`src/rtl/joy_db15_dev_if.sv`:
```
// Wire-side and player-word signals of the DB15 joystick link.
// The host (reader or bench) is the master; the emulated adapter chain is the slave.
interface joy_db15_dev_if;
  logic [15:0] joy1;
  logic [15:0] joy2;
  logic        JOY_CLK;
  logic        JOY_LOAD;
  logic        JOY_DATA;
  logic        frame_done;
  logic        overrun;
  logic        host_active;
  logic [5:0]  bit_cnt;

  modport master (
    output joy1, joy2, JOY_CLK, JOY_LOAD,
    input  JOY_DATA, frame_done, overrun, host_active, bit_cnt
  );

  modport slave (
    input  joy1, joy2, JOY_CLK, JOY_LOAD,
    output JOY_DATA, frame_done, overrun, host_active, bit_cnt
  );
endinterface

```
`src/rtl/joy_db15_dev.sv`:
```
// Device end of the DB15 serial joystick link: a parallel-in/serial-out chain
// that the host loads with JOY_LOAD (active-low) and shifts with JOY_CLK.
// Buttons go out active-low, LSB of {joy2,joy1} first, idle level high.
module joy_db15_dev #(
  parameter int NBITS       = 32,
  parameter int SYNC_STAGES = 2,
  parameter int TIMEOUT     = 2500000
) (
  input  logic           clk,
  input  logic           reset,
  joy_db15_dev_if.slave  bus
);

  localparam int WD_W = (TIMEOUT > 2) ? $clog2(TIMEOUT) : 1;

  typedef enum logic [1:0] {ST_IDLE, ST_LOAD, ST_SHIFT} state_t;

  // Index 0 is the newest sample; index SYNC_STAGES-1 is the synchronised level and
  // the extra top flop is its one-cycle history used for edge detection.
  logic [SYNC_STAGES:0] clk_sync_reg;
  logic [SYNC_STAGES:0] load_sync_reg;

  logic             clk_lvl, clk_rise;
  logic             load_lvl, load_fall;
  logic [31:0]      pad_word;
  logic [NBITS-1:0] load_word;

  state_t           state_reg;
  logic [NBITS-1:0] shreg_reg;
  logic [5:0]       bit_cnt_reg;
  logic             frame_done_reg;
  logic             overrun_reg;
  logic [WD_W-1:0]  wd_cnt_reg;
  logic             host_active_reg;

  // Bring the host strobes into the clk domain; load idles high, shift clock idles low.
  always_ff @(posedge clk or posedge reset) begin
    if (reset) begin
      clk_sync_reg  <= '0;
      load_sync_reg <= '1;
    end else begin
      clk_sync_reg  <= {clk_sync_reg[SYNC_STAGES-1:0], bus.JOY_CLK};
      load_sync_reg <= {load_sync_reg[SYNC_STAGES-1:0], bus.JOY_LOAD};
    end
  end

  assign clk_lvl   = clk_sync_reg[SYNC_STAGES-1];
  assign clk_rise  = clk_lvl & ~clk_sync_reg[SYNC_STAGES];
  assign load_lvl  = load_sync_reg[SYNC_STAGES-1];
  assign load_fall = ~load_lvl & load_sync_reg[SYNC_STAGES];

  // Parallel-load word: inverted buttons, padded with idle-high bits beyond 32.
  assign pad_word = {bus.joy2, bus.joy1};
  genvar gi;
  generate
    for (gi = 0; gi < NBITS; gi++) begin : g_load
      if (gi < 32) begin : g_btn
        assign load_word[gi] = ~pad_word[gi];
      end else begin : g_pad
        assign load_word[gi] = 1'b1;
      end
    end
  endgenerate

  // Load/shift state machine; load has priority over any shift-clock edge.
  always_ff @(posedge clk or posedge reset) begin
    if (reset) begin
      state_reg      <= ST_IDLE;
      shreg_reg      <= '1;
      bit_cnt_reg    <= '0;
      frame_done_reg <= 1'b0;
      overrun_reg    <= 1'b0;
    end else begin
      frame_done_reg <= 1'b0;
      if (!load_lvl) begin
        // Live tracking like a '165 held in load mode.
        state_reg   <= ST_LOAD;
        shreg_reg   <= load_word;
        bit_cnt_reg <= '0;
        overrun_reg <= 1'b0;
      end else begin
        case (state_reg)
          ST_LOAD: begin
            // Load strobe has just been released: hold the captured word.
            state_reg <= ST_SHIFT;
          end
          ST_SHIFT: begin
            if (clk_rise) begin
              shreg_reg   <= {1'b1, shreg_reg[NBITS-1:1]};
              bit_cnt_reg <= bit_cnt_reg + 6'd1;
              if (bit_cnt_reg + 6'd1 == 6'(NBITS)) begin
                frame_done_reg <= 1'b1;
                state_reg      <= ST_IDLE;
              end
            end
          end
          default: begin
            // Clocks past the end of a frame shift in idle ones and flag an overrun.
            if (clk_rise) begin
              shreg_reg   <= {1'b1, shreg_reg[NBITS-1:1]};
              overrun_reg <= 1'b1;
            end
          end
        endcase
      end
    end
  end

  // Host-presence watchdog restarted by every load strobe.
  always_ff @(posedge clk or posedge reset) begin
    if (reset) begin
      wd_cnt_reg      <= '0;
      host_active_reg <= 1'b0;
    end else if (load_fall) begin
      wd_cnt_reg      <= '0;
      host_active_reg <= 1'b1;
    end else if (wd_cnt_reg != WD_W'(TIMEOUT - 1)) begin
      wd_cnt_reg <= wd_cnt_reg + 1'b1;
    end else begin
      host_active_reg <= 1'b0;
    end
  end

  assign bus.JOY_DATA    = shreg_reg[0];
  assign bus.frame_done  = frame_done_reg;
  assign bus.overrun     = overrun_reg;
  assign bus.host_active = host_active_reg;
  assign bus.bit_cnt     = bit_cnt_reg;

endmodule

```
`src/flat_wrapper.sv`:
```
// flat-port wrapper written by rule: the top's interface ports become plain ports
module joy_db15_dev_flat 
#(
  parameter int NBITS       = 32,
  parameter int SYNC_STAGES = 2,
  parameter int TIMEOUT     = 2500000
)
  (clk, reset, bus_joy1, bus_joy2, bus_JOY_CLK, bus_JOY_LOAD, bus_JOY_DATA, bus_frame_done, bus_overrun, bus_host_active, bus_bit_cnt);
  joy_db15_dev_if bus_i ();
  input  logic clk;
  input  logic reset;
  input wire logic [$bits(bus_i.joy1)-1:0] bus_joy1;
  input wire logic [$bits(bus_i.joy2)-1:0] bus_joy2;
  input wire logic [$bits(bus_i.JOY_CLK)-1:0] bus_JOY_CLK;
  input wire logic [$bits(bus_i.JOY_LOAD)-1:0] bus_JOY_LOAD;
  output wire logic [$bits(bus_i.JOY_DATA)-1:0] bus_JOY_DATA;
  output wire logic [$bits(bus_i.frame_done)-1:0] bus_frame_done;
  output wire logic [$bits(bus_i.overrun)-1:0] bus_overrun;
  output wire logic [$bits(bus_i.host_active)-1:0] bus_host_active;
  output wire logic [$bits(bus_i.bit_cnt)-1:0] bus_bit_cnt;
  assign bus_i.joy1 = bus_joy1;
  assign bus_i.joy2 = bus_joy2;
  assign bus_i.JOY_CLK = bus_JOY_CLK;
  assign bus_i.JOY_LOAD = bus_JOY_LOAD;
  assign bus_JOY_DATA = bus_i.JOY_DATA;
  assign bus_frame_done = bus_i.frame_done;
  assign bus_overrun = bus_i.overrun;
  assign bus_host_active = bus_i.host_active;
  assign bus_bit_cnt = bus_i.bit_cnt;
  joy_db15_dev #(.NBITS(NBITS), .SYNC_STAGES(SYNC_STAGES), .TIMEOUT(TIMEOUT)) u_core (.clk(clk), .reset(reset), .bus(bus_i));
endmodule
```
`config.mk`:
```
export PLATFORM = sky130hd
export DESIGN_NAME = joy_db15_dev_flat
export DESIGN_NICKNAME = d
export VERILOG_FILES = /design/src/rtl/joy_db15_dev_if.sv /design/src/rtl/joy_db15_dev.sv /design/src/flat_wrapper.sv
export SDC_FILE = /design/constraint.sdc
export NUM_CORES = 1
export LEC_CHECK = 0
export CORE_AREA = 10 10 90 92
export CTS_CLUSTER_DIAMETER = 40
export DETAILED_ROUTE_END_ITERATION = 8
export DIE_AREA = 0 0 100 102
export GPL_ROUTABILITY_DRIVEN = 0
export HOLD_SLACK_MARGIN = 0.08
export PLACE_DENSITY = 0.78
export SYNTH_ARGS = -nofsm -noshare
export SYNTH_HDL_FRONTEND = slang
export SYNTH_SLANG_ARGS = --single-unit
```
`constraint.sdc`:
```
create_clock -name clk -period 2.6 [get_ports clk]
set_input_delay 0.39 -clock clk [delete_from_list [all_inputs] [get_ports clk]]
set_output_delay 0.39 -clock clk [all_outputs]
set_load 0.01 [all_outputs]
```
## Yosys cells after proc, flatten, opt, wreduce, memory -nomap -nowiden

Cells that the tools add are included.

| word-level totals | value |
|---|---|
| bits of input ports | 36 |
| register bits | 71 |
| word-level logic and storage cells | 86 |

| cells by class | value |
|---|---|
| bitwise gates (word level) | 36 |
| mux-type cells | 21 |
| add/subtract/negate cells | 2 |
| equal/unequal tests | 12 |
| reduce and logical (&&, ||, !) cells | 6 |

Operators with widths:

| kind | count |
|---|---|
| $mux W32 | 3 |
| $mux W22 | 2 |
| $not A1 Y1 | 34 |
| $add A22 B1 Y22 const B | 1 |
| $ne A22 B22 Y1 const B | 1 |
| $mux W6 | 3 |
| $mux W1 | 9 |
| $ne A3 B3 Y1 const B | 3 |
| $ne A2 B2 Y1 const B | 4 |
| $add A6 B1 Y6 const B | 1 |
| $eq A6 B6 Y1 const B | 1 |
| $mux W2 | 3 |
| $reduce_and A2 Y1 | 3 |
| $pmux W2 S2 | 1 |
| $reduce_and A3 Y1 | 1 |
| $and A1 B1 Y1 | 2 |
| $eq A2 B1 Y1 const B | 1 |
| $eq A2 B2 Y1 const B | 1 |
| $ne A2 B1 Y1 const B | 1 |
| $reduce_bool A2 Y1 | 1 |
| $reduce_or A2 Y1 | 1 |

## Depth between registers and ports, before layout

Gate-level depths: netlist of run 1.

| logic depth | value |
|---|---|
| depth in word-level cells | 6 |
| mapped depth | 7 |

## Worst setup path after synthesis of run 1

Ideal clock, no wire load.

| timing | value |
|---|---|
| path kind | register -> register |
| from | register u_core.wd_cnt_reg[0] |
| to | register u_core.host_active_reg (netlist: u_core.bus.host_active) |
| data arrival time | 1537 ps |
| setup time | 118 ps |
| setup slack | 945 ps |
| stages on the path, launching flop included | 7 |
| required time | 2482 ps |
| buffers on the path | 1 |
| path through | dfrtp_1 > ha_1 > and4_1 > buf_6 > nand2_2 > or3_4 > a21o_1 |

| on the way | value |
|---|---|
| cells in the longest elaborated chain, start to end | 2 |

Ends and longest elaborated chain:

| element | RTL line | RTL |
|---|---|---|
| from (decl) | joy_db15_dev.sv:33 | `logic [WD_W-1:0] wd_cnt_reg;` |
| from (signal assigned) | joy_db15_dev.sv:118 | `wd_cnt_reg <= wd_cnt_reg + 1'b1;` |
| $ne A22 B22 Y1 | joy_db15_dev.sv:117 | `end else if (wd_cnt_reg != WD_W'(TIMEOUT - 1)) begin` |
| $ne A2 B1 Y1 (no line) | -- |  |
| to (signal assigned) | joy_db15_dev.sv:113 | `host_active_reg <= 1'b0;` |
| to (signal assigned) | joy_db15_dev.sv:116 | `host_active_reg <= 1'b1;` |
| to (signal assigned) | joy_db15_dev.sv:120 | `host_active_reg <= 1'b0;` |
| to (decl) | joy_db15_dev.sv:34 | `logic host_active_reg;` |

No other way between the ends.
A chain may end at the register's enable or synchronous reset.

## Worst setup path in the final report of run 1

| timing | value |
|---|---|
| from | register u_core.wd_cnt_reg[0] |
| to | register u_core.wd_cnt_reg[0] |

| on the way | value |
|---|---|
| cells in the longest elaborated chain, start to end | 3 |
| elaborated cells on any way between the ends | 5 |
| classes of those cells | add/sub: 1; eq/ne: 1; mux: 2; reduce/logical: 1 |

Ends and longest elaborated chain:

| element | RTL line | RTL |
|---|---|---|
| $add A22 B1 Y22 | joy_db15_dev.sv:118 |  |
| $mux W22 | joy_db15_dev.sv:117 |  |
| $mux W22 | joy_db15_dev.sv:114 | `end else if (load_fall) begin` |

Several ways; a longest one is shown, not always the timed one. The select of a mux whose other input is x is not followed.

==> impl_metrics.env, run 1 <==
export IMPL_hold_class="reg2reg"
export IMPL_power_density_nw_per_um2=671.8
export IMPL_fp_coreArea_sq_um=6277
export IMPL_critPathRequiredTime_ns=2.86
export IMPL_layout_common_cells="nand2_1 (50), nor2_1 (48), clkdlybuf4s50_1 (45), a21oi_1 (37), dfrtp_1 (36)"
export IMPL_setup_viol=0
export IMPL_grt_usage=0.1438
export IMPL_synth_top_area_frac=0.2742
export IMPL_vdd_drop_max_mv=0.5012
export IMPL_wl_met2_um=3377
export IMPL_max_cap_violations=0
export IMPL_hold_buffers=0
export IMPL_max_stage_delay_ns=0.45
export IMPL_status="finished, final reports clean"
export IMPL_dp_hpwl_um=4778
export IMPL_via_per_inst=5.493
export IMPL_grt_pass1_wl_um=12190
export IMPL_chipWidth_um=100
export IMPL_multi_input_area_sq_um=1438
export IMPL_slowest_stage="nor3_1"
export IMPL_cp_arrival_ns=2.20
export IMPL_cts_made_buffers=9
export IMPL_fin_crit_sh=0.7462
export IMPL_ys_warn_count=0
export IMPL_hold_viol=0
export IMPL_fin_crit_ns=1.940
export IMPL_grt_pass1_vias=2564
export IMPL_postSynthAreaPerCell_sq_um=9.530
export IMPL_synth_nets=392
export IMPL_drtAntennaViolNets=0
export IMPL_synthFlopType="dfrtp_1"
export IMPL_grt_max_degree=72
export IMPL_cts_root_buffer="clkbuf_8"
export IMPL_fin_area_sq_um=4071
export IMPL_tightest_slew_ns=0.7050
export IMPL_die_area_sq_um=10200
export IMPL_async_flop_share=1.000
export IMPL_crit_chain="ha_1, and4_1, nand2_2, nor3_1, mux2i_1"
export IMPL_syn_cell_area_sq_um=3354
export IMPL_clockBufferDepth=2
export IMPL_fillers=497
export IMPL_start_util=0.5344
export IMPL_hold_ws_ns=0.3728
export IMPL_drv_slew=0
export IMPL_wl_um=7022
export IMPL_drive_above_1_share=0.1633
export IMPL_first_pass_iters=4
export IMPL_crit_path_max_fanout=7
export IMPL_p_comb_frac=0.161
export IMPL_wl_met1_um=3229
export IMPL_antenna_found_initial=0
export IMPL_ios=46
export IMPL_post_drt_wl_per_cell_um=14.78
export IMPL_num_antenna_cells=0
export IMPL_relSlewSlack=0.5291
export IMPL_drtIter0Drc=132
export IMPL_final_common_cell="nand2_1"
export IMPL_synth_cells=352
export IMPL_fin_skew_ns=0.01077
export IMPL_synth_cell_types=45
export IMPL_clk_latency_ns=0.34
export IMPL_maxUsedRoutingLayer="met4"
export IMPL_cts_sinks=71
export IMPL_globalRoute_totalOverflow=0
export IMPL_die_height_um=102
export IMPL_fin_cells=475
export IMPL_crit_family="simple AND/OR/NAND/NOR gates"
export IMPL_sequentialPowerShare=0.527
export IMPL_start_kind="register"
export IMPL_port_buffers=45
export IMPL_final_nets=433
export IMPL_cp_num_buf_inv=0
export IMPL_remaining_drc_errors=0
export IMPL_post_cts_buffers=0
export IMPL_clockPowerShare=0.312
export IMPL_cts_resized=0
export IMPL_synth_seq_cells=71
export IMPL_clk_pin_slew_ns=0.08
export IMPL_synth_area_leaders="dfstp_2 (27%), dfrtp_1 (27%), nand2_1 (5.6%)"
export IMPL_area_growth_syn_to_layout_pct=21.37
export IMPL_endpoint_kind="register"
export IMPL_dr_wl_met3_um=312
export IMPL_rsz0062_at_grt="no"
export IMPL_cts_tree="built"
export IMPL_setup_tns_ns=0
export IMPL_largest_reg_flops=32
export IMPL_synth_edf_count=0
export IMPL_cts_max_level=3
export IMPL_vias=2609
export IMPL_swShare=0.2761
export IMPL_yosys_area_top_type="dfstp_2"
export IMPL_numPlacedInstances=459
export IMPL_seq_area_sq_um=1821
export IMPL_leakagePower_nw=1.697
export IMPL_internal_power_w=0.001980
export IMPL_fmaxAchievable_mhz=515.5
export IMPL_place_area_sq_um=3882
export IMPL_row_count=29
export IMPL_crit_type="reg2reg"
export IMPL_p_sw_w=0.0007551
export IMPL_yosysSeqAreaShare=0.5427
[final cells by class]
| cell class | count | share of cell area |
|---|---|---|
| Sequential cell | 71 | 0.4471 |
| Clock buffer | 10 | 0.03135 |
| Inverter | 6 | 0.005532 |
| Tap cell | 77 | 0.02366 |
| Timing Repair Buffer | 49 | 0.1242 |
| Multi-Input combinational cell | 256 | 0.3531 |
| Clock inverter | 6 | 0.01506 |
[worst reg2reg max path, delay by kind of cell, from the launching register on]
family / cells / cell delay (ns)
and+or+nand+nor: 3 / 0.96
DFF: 1 / 0.42
adders and majority gates: 1 / 0.22
muxes: 1 / 0.26
[synthesized netlist by cell type, types with 4 or more instances]
cell type	instances
nand2_1	50
nor2_1	48
a21oi_1	37
dfrtp_1	36
dfstp_2	35
o21ai_0	34
clkbuf_1	12
xor2_1	10
nand3_1	7
nand4_1	7
inv_1	6
and4_1	5
mux2i_1	5
a31oi_1	4
ha_1	4
o211ai_1	4
or3_1	4
or4_1	4
[power by group through the flow]
stage	clock network (W)	registers (W)	logic, W
CTS	0.000872	0.00144	0.000444
global placement	0	0.00145	0.000422
finish	0.000853	0.00144	0.000440
detailed placement	0	0.00146	0.000440
floorplan	0	0.00143	0.000294
global route	0.000922	0.00147	0.000504
[through the flow]
| stage | utilization | setup WS, ns | total power (W) |
|---|---|---|---|
| after floorplan | - | 0.4714 | 0.001726 |
| after global placement | 0.6185 | 0.8003 | 0.001872 |
| after detailed placement | 0.6185 | 0.7144 | 0.001899 |
| after CTS | 0.6486 | 0.6986 | 0.002756 |
| after global routing | 0.6486 | 0.4919 | 0.002898 |
| final | 0.6486 | 0.6600 | 0.002735 |
[final timing paths]
check,depth (start not counted),startpoint,endpoint,slack [ns]
hold reg to reg,0,u_core.load_sync_reg[0],u_core.load_sync_reg[1],0.37
hold / removal,0,u_core.load_sync_reg[0],u_core.load_sync_reg[1],0.37
setup / recovery,5,u_core.wd_cnt_reg[0],u_core.wd_cnt_reg[0],0.66
min in group asynchronous,3,reset,u_core.bus.bit_cnt[0],0.43
max in group asynchronous,3,reset,u_core.shreg_reg[16],1.81
setup reg to reg,5,u_core.wd_cnt_reg[0],u_core.wd_cnt_reg[0],0.66
[cells by family after synthesis]
| logic type | after synthesis | synth area share |
|---|---|---|
| xor gates and xnor gates | 13 | 0.03394 |
| muxes | 5 | 0.01492 |
| buffers and inverters | 25 | 0.03208 |
| and+or+nand+nor | 148 | 0.2201 |
| AOI/OAI and AO/OA | 86 | 0.1414 |
| adders and majority gates | 4 | 0.01492 |
| DFF | 71 | 0.5427 |
[routing by layer]
metal	track usage	up-vias
met5	0	-
met2	0.2285	42
li1	-	1308
met4	0.05870	0
met1	0.1847	1250
met3	0.03509	9
No activity file was read; power rests on OpenSTA's default activity.
==> run 2, diff against run 1 <==
--- a/config.mk
+++ b/config.mk
@@ -5,13 +5,13 @@
 export SDC_FILE = /design/constraint.sdc
 export NUM_CORES = 1
 export LEC_CHECK = 0
-export CORE_AREA = 10 10 90 92
+export CORE_AREA = 10 10 94 96
 export CTS_CLUSTER_DIAMETER = 40
 export DETAILED_ROUTE_END_ITERATION = 8
-export DIE_AREA = 0 0 100 102
+export DIE_AREA = 0 0 104 106
 export GPL_ROUTABILITY_DRIVEN = 0
 export HOLD_SLACK_MARGIN = 0.08
-export PLACE_DENSITY = 0.78
+export PLACE_DENSITY = 0.74
 export SYNTH_ARGS = -nofsm -noshare
 export SYNTH_HDL_FRONTEND = slang
 export SYNTH_SLANG_ARGS = --single-unit
==> constraint.sdc (replaced) <==
create_clock -name clk -period 1.6 [get_ports clk]
set_input_delay 0.24 -clock clk [delete_from_list [all_inputs] [get_ports clk]]
set_output_delay 0.24 -clock clk [all_outputs]
set_load 0.01 [all_outputs]
==> run 2 against run 1 <==
Effect of this change: setup slack got worse by 0.63 ns; worst hold slack got worse by 0.038 ns; die area rose by 8.1%; via count rose by 3.4%; first-iteration DRC count rose by 31%; count of clock-buffer cells in the layout did not move; sequential share of layout area fell by 3.2 points; non-clock buffer count rose by 26; utilization fell by 2.7 points; largest power group unchanged; highest routed layer unchanged.
==> impl_metrics.env, run 2 (synthesis gave the netlist of run 1 again) <==
export IMPL_setup_viol=0
export IMPL_relSlewSlack=0.7460
export IMPL_port_buffers=45
export IMPL_final_common_cell="nand2_1"
export IMPL_grt_pass1_wl_um=12570
export IMPL_grt_max_degree=72
export IMPL_place_area_sq_um=4086
export IMPL_hold_viol=0
export IMPL_area_growth_syn_to_layout_pct=30.77
export IMPL_die_height_um=106
export IMPL_endpoint_kind="register"
export IMPL_place_ws_ns=-0.05286
export IMPL_grt_pass1_vias=2724
export IMPL_clk_pin_slew_ns=0.07
export IMPL_clk_latency_ns=0.34
export IMPL_row_count=31
export IMPL_crit_chain="ha_2, and4_4, nand2_4, or3_4, a21o_1"
export IMPL_fin_crit_ns=1.574
export IMPL_vdd_drop_max_mv=0.8086
export IMPL_crit_type="reg2reg"
export IMPL_die_area_sq_um=11020
export IMPL_post_drt_wl_per_cell_um=13.99
export IMPL_cts_sinks=71
export IMPL_cts_max_level=3
export IMPL_dp_hpwl_um=4856
export IMPL_hold_class="in2reg"
export IMPL_status="finished, final reports clean"
export IMPL_drtAntennaViolNets=0
export IMPL_critPathRequiredTime_ns=1.84
export IMPL_start_util=0.4752
export IMPL_setup_ws_ns=0.02569
export IMPL_fmaxAchievable_mhz=635.2
export IMPL_drtIter0Drc=173
export IMPL_largest_reg_flops=32
export IMPL_post_route_util=0.6214
export IMPL_start_kind="register"
export IMPL_slowest_stage="or3_4"
export IMPL_cts_made_buffers=9
export IMPL_globalRoute_totalOverflow=0
export IMPL_cp_arrival_ns=1.81
export IMPL_fin_skew_ns=0.008384
export IMPL_crit_path_max_fanout=4
export IMPL_vias=2697
export IMPL_power_w=0.004814
export IMPL_chipWidth_um=104
export IMPL_rsz0062_at_grt="yes"
export IMPL_cts_tree="built"
export IMPL_ios=46
export IMPL_power_density_nw_per_um2=1097
export IMPL_fp_coreArea_sq_um=7059
export IMPL_drive_above_1_share=0.2335
export IMPL_drv_slew=0
export IMPL_cts_root_buffer="clkbuf_8"
export IMPL_first_pass_iters=4
export IMPL_clockBufferDepth=2
export IMPL_grt_usage=0.1357
export IMPL_max_cap_violations=0
export IMPL_tightest_slew_ns=0.3800
export IMPL_final_nets=459
export IMPL_max_stage_delay_ns=0.40
export IMPL_via_per_inst=5.157
export IMPL_leakagePower_nw=1.892
export IMPL_fin_area_sq_um=4387
export IMPL_num_antenna_cells=0
export IMPL_layout_common_cells="nand2_1 (50), nor2_1 (48), clkdlybuf4s50_1 (42), a21oi_1 (36), dfstp_2 (35)"
export IMPL_remaining_drc_errors=0
export IMPL_hold_ws_ns=0.3351
export IMPL_wl_um=7319
export IMPL_antenna_found_initial=0
export IMPL_fin_crit_sh=0.9839
-- run 2: metal layers --
metal,GRT usage,wire length [um]
met5,0,0
met3,0.04831,354
met1,0.1662,3327
met4,0.03678,51
met2,0.2228,3586
-- run 2: layout make-up --
type / count / area (sq um)
clock buffers: 10 / 127.6
well taps: 99 / 123.9
fillers: 573 / 2673
repair buffers: 75 / 713.2
flip-flops and latches: 71 / 1823
inverters: 6 / 26.28
multi-input cells: 256 / 1465
clock inverters: 6 / 107.6
-- run 2: final timing paths --
path	from	endpoint	slack, ns	cells after the start
worst max-delay path	u_core.wd_cnt_reg[1]	u_core.bus.host_active	0.03	5
worst min register to register	u_core.load_sync_reg[0]	u_core.load_sync_reg[1]	0.37	0
worst max register to register	u_core.wd_cnt_reg[1]	u_core.bus.host_active	0.03	5
min in group asynchronous	reset	u_core.bus.host_active	0.37	3
worst min-delay path	bus_JOY_CLK	u_core.clk_sync_reg[0]	0.34	1
max in group asynchronous	reset	u_core.load_sync_reg[1]	0.92	3
-- run 2: stage by stage --
stage	std cells	TNS (ns)
after floorplan	352	-0.07445
after global placement	502	0
after detailed placement	502	-0.1766
after CTS	521	0
after global routing	523	-0.2754
final	523	0
-- run 2: critical path, delay by kind of cell (launching register included) --
| kind | cells | cell delay [ns] |
|---|---|---|
| AND/OR/NAND/NOR | 3 | 0.76 |
| flip-flops | 1 | 0.36 |
| adder cells (fa/ha/maj) | 1 | 0.19 |
| AO/OA/AOI/OAI | 1 | 0.17 |
-- run 2: power breakdown --
| group | internal (W) | switching [W] | total (W) |
|---|---|---|---|
| clock | 0.00103 | 0.000674 | 0.00171 |
| sequential | 0.00217 | 0.000160 | 0.00233 |
| combinational | 0.000366 | 0.000407 | 0.000773 |
| total | 0.00357 | 0.00124 | 0.00481 |
-- run 2: timing repair --
| item | 4_1_cts | 5_1_grt |
|---|---|---|
| gates resized for setup | 5 | 10 |
| hold buffers | 0 | 0 |
| pin swaps | 1 | 7 |
| buffers inserted | 3 | 2 |
| setup endpoints to repair | 15 | 17 |
| gates cloned | 0 | 0 |
